<file path="src/rtl/serial_sub_ctrl.sv">
// Bit-serial subtractor: one full-subtractor cell reused across WIDTH cycles,
// LSB first, with a registered borrow chain and a start/done handshake.

module full_sub (
  input  logic i_a,
  input  logic i_b,
  input  logic i_c,
  output logic o_d,
  output logic o_bout
);

  assign o_d    = i_a ^ i_b ^ i_c;
  assign o_bout = (~i_a & i_b) | (~(i_a ^ i_b) & i_c);

endmodule

// state   | meaning
// IDLE    | waiting for start; operands may be accepted
// RUN     | one bit per cycle through the shared cell, count = bit index
// DONE    | result valid for one cycle, then back to IDLE
module serial_sub_ctrl #(
  parameter int WIDTH = 8
) (
  input  logic             i_clk,
  input  logic             i_rst_n,
  input  logic             i_start,
  input  logic [WIDTH-1:0] i_a,
  input  logic [WIDTH-1:0] i_b,
  input  logic             i_bin,
  output logic             o_busy,
  output logic             o_done,
  output logic [WIDTH-1:0] o_diff,
  output logic             o_bout
);

  localparam int CNT_W = (WIDTH > 1) ? $clog2(WIDTH) : 1;
  localparam logic [CNT_W-1:0] CNT_LAST = CNT_W'(WIDTH - 1);

  typedef enum logic [1:0] {
    ST_IDLE = 2'd0,
    ST_RUN  = 2'd1,
    ST_DONE = 2'd2
  } state_t;

  state_t           r_state;
  state_t           w_state_nxt;
  logic [WIDTH-1:0] r_a;
  logic [WIDTH-1:0] r_b;
  logic [WIDTH-1:0] r_diff;
  logic [CNT_W-1:0] r_cnt;
  logic             r_borrow;
  logic             r_bout;
  logic             r_busy;
  logic             r_done;
  logic             w_accept;
  logic             w_run;
  logic             w_last;
  logic             w_a_bit;
  logic             w_b_bit;
  logic             w_cell_d;
  logic             w_cell_bout;

  assign w_a_bit = r_a[r_cnt];
  assign w_b_bit = r_b[r_cnt];

  full_sub u_cell (
    .i_a    (w_a_bit),
    .i_b    (w_b_bit),
    .i_c    (r_borrow),
    .o_d    (w_cell_d),
    .o_bout (w_cell_bout)
  );

  always_comb begin
    w_state_nxt = r_state;
    w_accept    = 1'b0;
    w_run       = 1'b0;
    w_last      = 1'b0;
    case (r_state)
      ST_IDLE: begin
        if (i_start) begin
          w_accept    = 1'b1;
          w_state_nxt = ST_RUN;
        end
      end
      ST_RUN: begin
        w_run = 1'b1;
        if (r_cnt == CNT_LAST) begin
          w_last      = 1'b1;
          w_state_nxt = ST_DONE;
        end
      end
      ST_DONE: w_state_nxt = ST_IDLE;
      default: w_state_nxt = ST_IDLE;
    endcase
  end

  // busy/done come straight from flops so consumers see glitch-free strobes
  always_ff @(posedge i_clk or negedge i_rst_n) begin
    if (!i_rst_n) begin
      r_state <= ST_IDLE;
      r_busy  <= 1'b0;
      r_done  <= 1'b0;
    end else begin
      r_state <= w_state_nxt;
      r_busy  <= (w_state_nxt != ST_IDLE);
      r_done  <= (w_state_nxt == ST_DONE);
    end
  end

  always_ff @(posedge i_clk or negedge i_rst_n) begin
    if (!i_rst_n) begin
      r_a      <= '0;
      r_b      <= '0;
      r_diff   <= '0;
      r_cnt    <= '0;
      r_borrow <= 1'b0;
      r_bout   <= 1'b0;
    end else if (w_accept) begin
      r_a      <= i_a;
      r_b      <= i_b;
      r_borrow <= i_bin;
      r_cnt    <= '0;
    end else if (w_run) begin
      r_diff[r_cnt] <= w_cell_d;
      r_borrow      <= w_cell_bout;
      if (w_last) begin
        r_bout <= w_cell_bout;
      end else begin
        r_cnt <= r_cnt + 1'b1;
      end
    end
  end

  assign o_busy = r_busy;
  assign o_done = r_done;
  assign o_diff = r_diff;
  assign o_bout = r_bout;

endmodule

</file>
<file path="config.mk">
export PLATFORM = sky130hd
export DESIGN_NAME = serial_sub_ctrl
export DESIGN_NICKNAME = d
export VERILOG_FILES = /design/src/rtl/serial_sub_ctrl.sv
export SDC_FILE = /design/constraint.sdc
export NUM_CORES = 1
export LEC_CHECK = 0
export CORE_MARGIN = 1
export CORE_UTILIZATION = 46
export DETAILED_ROUTE_END_ITERATION = 7
export GPL_ROUTABILITY_DRIVEN = 0
export GPL_TIMING_DRIVEN = 0
export PLACE_DENSITY = 0.75
export SYNTH_ARGS = -nofsm -noshare
export SYNTH_HDL_FRONTEND = slang
export SYNTH_SLANG_ARGS = --single-unit
</file>
<file path="constraint.sdc">
create_clock -name i_clk -period 2.11 [get_ports i_clk]
set_clock_uncertainty 0.1 [all_clocks]
set_input_delay 0.211 -clock i_clk [delete_from_list [all_inputs] [get_ports i_clk]]
set_output_delay 0.211 -clock i_clk [all_outputs]
set_load 0.01 [all_outputs]
</file>
* After elaboration in Yosys (flattened, before gate mapping)
Cells that the tools add are included. W data, S select, Z words.
Operators by class: bitwise gates (word level) 8, reduce and logical (&&, ||, !) cells 7, $add $sub $neg 1, $lt $le $gt $ge 2, mux-type cells 20, equal/unequal tests 4
Operators by type and width (number):
- $mux W1 | 10
- $mux W3 | 3
- $bwmux W8 | 1
- $bmux W1 S3 | 2
- $lt A3 B4 Y1 const B | 1
- $mux W2 | 2
- $pmux W2 S2 | 1
- $reduce_and A2 Y1 | 2
- $reduce_bool A2 Y1 | 2
- $add A3 B1 Y3 const B | 1
- $demux W1 S3 | 1
- $eq A3 B3 Y1 const B | 1
- $ge A3 B1 Y1 const B | 1
- $not A1 Y1 | 3
- $reduce_and A3 Y1 | 1
- $and A1 B1 Y1 | 2
- $eq A2 B1 Y1 const B | 1
- $eq A2 B2 Y1 const B | 1
- $logic_not A2 Y1 | 1
- $ne A2 B2 Y1 const B | 1
- $xor A1 B1 Y1 | 2
- $logic_and A1 B1 Y1 | 1
- $or A1 B1 Y1 | 1
Word-level totals: word-level logic and storage cells 51, input bits 20, bits in registers 33, output and inout bits 11

* Logic depth before layout (Yosys ltp)
depth after elaboration 8, mapped depth 7, depth with buffers taken out 6

* Modules after synthesis
A second synthesis with hierarchy kept.
Unflattened totals: cell total of the unflattened synthesis 106, area total of the unflattened synthesis 1535.2 sq um
Modules (own cells, without submodules):
- serial_sub_ctrl | sequential area each 825.8 sq um, times used 1, area each 1503.9 sq um, cells each 102
- full_sub | sequential area each 0.0 sq um, times used 1, area each 31.3 sq um, cells each 4

* Worst setup path after synthesis
Ideal clock, no wire load.
path type flip-flop to flip-flop, start point register r_cnt[1], end point register r_diff[3] (netlist: o_diff[3]), required time 1.885 ns, period minus slack after synthesis 2.287 ns, setup time 0.125 ns, slack -0.177 ns, stages on the path, launching flop included 6, data arrival time 2.062 ns, path buffers 1, cell sequence dfrtp_1 > buf_6 > mux4_1 > mux2_2 > fa_1 > mux2_2
On the way: longest elaborated chain between the ends 5, elaborated cells on any way between the ends 12, those cells by class 2 x order compare; 7 x mux; 2 x bitwise; 1 x reduce/logical
RTL lines:
- from (decl) | line 50 | logic [CNT_W-1:0] r_cnt;
- from (signal assigned) | line 130 | r_cnt <= r_cnt + 1'b1;
- $bmux W1 S3 (on tied branches) | line 63, 64
- $mux W1 (on tied branches) | line 63, 64
- $xor A1 B1 Y1 * (2 in series) | line 12 | assign o_d = i_a ^ i_b ^ i_c;
- net u_cell.o_d | line 8 | output logic o_d,
- $bwmux W8 * | line 125 | r_diff[r_cnt] <= w_cell_d;
- to (signal, indexed assignment) | line 125
- to (decl) | line 49 | logic [WIDTH-1:0] r_diff;
The timed path passes the listed nets; every way through them passes the cells marked *. The select of a mux whose other input is x is not followed. A chain may end at the register's enable or synchronous reset.

* Final worst setup path
start point register r_cnt[1], end point register r_diff[4] (netlist: o_diff[4])
Same word-level chain as after synthesis.

==> results.md <==
* Outcome: finished, violations left
* Failing checks: negative setup slack
* Max H-tree Level at 2
* Chip width at 60.5 um
* HPWL after DPL at 2050 um
* Placed Instance Area at 1940 um^2
* Worst EP required at 2.24 ns
* Worst rel slew slack at 0.508
* Max-slew violation count at 0
* Most used cell along the critical path: mux2_4
* Worst Tran Pin Value at 0.738 ns
* Worst-path clk slew at 0.10 ns
* PnR worst setup slack at -0.223 ns
* Syn-to-layout area delta at 28.7%
* YS warnings at 0
* Port Buffer Count at 30
* CTS Buf Count at 5
* Worst-path maximum fanout at 8
* Worst Setup End Kind: flop
* Period minus WS final at 2.33 ns
* Vias per cell at 5.31
* Post-route setup TNS at -1.78 ns
* Final hold violation count at 0
* First-pass GRT wire length at 4910 um
* Post-DR wirelength/cell at 14.8 um
* Largest net degree at the start of global routing at 34
* Delay of the slowest cell on the worst path at 0.53 ns
* Clk root buf: clkbuf_4
* Sink Count at 33
* Setup Viol. Count Final at 9
* Syn nets at 131
* Die height at 60.5 um
* Total global-route track usage at 0.190
* Layout cell share with drive strength beyond 1 at 0.336
* Fmax at 429 MHz
* # diodes at 0
* Grt ovf at 0
* Min-delay worst type: input port to async pin
* CTS tree: done
* Final nets at 171
* Max Root-Sink Buffers at 2
* Fin util at 0.641
* Leakage at 0.872 nW
* Synth top area share at 0.525
* Top FF cell, synth: dfrtp_1
* Clk_lat worst skew at 0.34 ns
* PD cells at 1580 nW/um^2
* Post-synth EDFFs at 0
* Top cell type by total area after synthesis: dfrtp_1
* CP Class: flop to flop
* Seq/Total Area, Yosys at 0.525
* Die footprint at 3650 um^2
* Total iterations of the first detailed-routing run at 4
* Top Ports at 31
* Final instance area at 2020 um^2
* Synthesized instance count at 108
* Drt drc at 0
* Row cnt at 20
* CP Buf/Inv Count at 1
* Ys async rst share at 1.00
* Hold_ws at 0.370 ns
* Number of global-route vias before repair at 1055
* RSZ-0062 raised after global routing: yes
* MaxCap Viol Count at 0
* Peak VDD IR at 0.782 mV
* Syn_area_per_cell at 14.6 um^2
* Top-count cell post-synth: dfrtp_1
* Synth Cell Area at 1570 um^2
* Core area at 3150 um^2
* Synth top cells by count: 33 x dfrtp_1, 26 x mux2_2, 5 x a22o_1, 5 x nor3b_1
* Startpoint Class: flop
* DRT iter0 DRCs at 26
* Critical-path top delay cell: fa_2
* Cell family with most CP delay: multiplexers
* Initial antenna violation count at 0
* Reg2Reg Setup Slack at -0.22 ns
* Top post-synthesis cells by area: dfrtp_1 53%, mux2_2 19%, mux4_1 6.7%
* Crit-path cells: buf_6, mux4_2, mux2_4, fa_2, mux2_4
* Initial Util at 0.498
* Post-Route WL at 2850 um
* DR vias at 1024
* Synth Register Bits at 33
* Final worst-path cycle share at 1.11
* Post-DRT Antenna Nets at 0
* Distinct cell type count after synthesis at 26
* Crit path DAT at 2.47 ns
worst reg2reg max path: stages, from the launching register on:
cell     delay, ns
dfrtp_1       0.38
buf_6         0.13
mux4_2        0.50
mux2_4        0.29
fa_2          0.53
mux2_4        0.30
state kept, by name, summed over array words and instances, names as in the netlist:
| signal | cells |
|---|---|
| r_b | 8 |
| r_cnt | 3 |
| o_bout | 1 |
| r_state | 2 |
| r_a | 8 |
| o_diff | 8 |
| r_borrow | 1 |
| o_busy | 1 |
| o_done | 1 |
routing by layer:
layer  track usage  routed length [um]  vias to the layer above
met5             0                   0                        -
met4        0.0779                  51                        0
met3        0.0576                 117                        6
met2         0.319                1480                       28
met1         0.229                1200                      518
li1              -                   -                      472
area by class of cell:
type                    count  area [um^2]
clock inverters             2         10.0
repair buffers             33          320
multi-input cells          64          708
clock buffers               6         41.3
fillers                   272         1130
plain buffers               7         46.3
well taps                  44         55.1
inverters                   4         15.0
flip-flops and latches     33          826
cells in the final DEF, fill, tap and decap left out, drive strengths merged:
cell	Yosys	routed
nor3b	7	7
mux2	26	26
nand3b	4	4
dlygate4sd3	0	1
a22o	5	5
nand3	1	1
a21oi	1	1
nor2	4	4
o21ai	1	1
clkinv	0	2
mux2i	3	3
mux4	4	4
nand2	2	2
ha	2	2
fa	1	1
clkdlybuf4s50	0	29
buf	5	8
inv	4	4
o21a	1	1
nor3	1	1
dfrtp	33	33
o21bai	1	1
clkbuf	2	8
power by group:
part | internal (W) | switching [W] | total, W | leakage, nW
clock network | 0.000127 | 0.000210 | 0.000337 | 0.0320
logic | 0.00103 | 0.000696 | 0.00173 | 0.447
registers | 0.000946 | 0.000172 | 0.00112 | 0.394
kinds of logic (layout without fill, tap and decap cells):
logic type / count (synthesis) / after routing / synth area share
AO/OA/AOI/OAI: 9 / 9 / 0.0438
AND/OR/NAND/NOR: 19 / 19 / 0.0916
multiplexers: 33 / 33 / 0.272
adder cells (fa/ha/maj): 3 / 3 / 0.0287
flip-flops: 33 / 33 / 0.525
buffers and inverters: 11 / 52 / 0.0382
path summary, 6_finish.rpt:
path                            cells after the start      from        end
min in group i_clk                                  2    i_a[6]     r_a[6]
worst min-delay path                                2   i_rst_n  o_diff[7]
worst min register to register                      1    r_b[3]     r_b[3]
worst max register to register                      5  r_cnt[1]  o_diff[4]
max in group asynchronous                           2   i_rst_n   r_borrow
worst max-delay path                                5  r_cnt[1]  o_diff[4]
repair_timing:
item	CTS	global route
endpoints found under the hold margin	33	0
setup endpoints to repair	9	10
setup buffers	1	1
resized for setup	3	0
hold buffers	1	0
pin swaps	1	0
through the flow:
| step | power [W] | std cells | setup WS [ns] |
|---|---|---|---|
| final | 0.00319 | 193 | -0.223 |
| after global routing | 0.00346 | 193 | -0.302 |
| after CTS | 0.00321 | 192 | -0.234 |
| after detailed placement | 0.00283 | 182 | -0.349 |
| after global placement | 0.00275 | 182 | -0.331 |
| after floorplan | 0.00231 | 108 | -0.125 |
(Power assumes the default switching activity.)
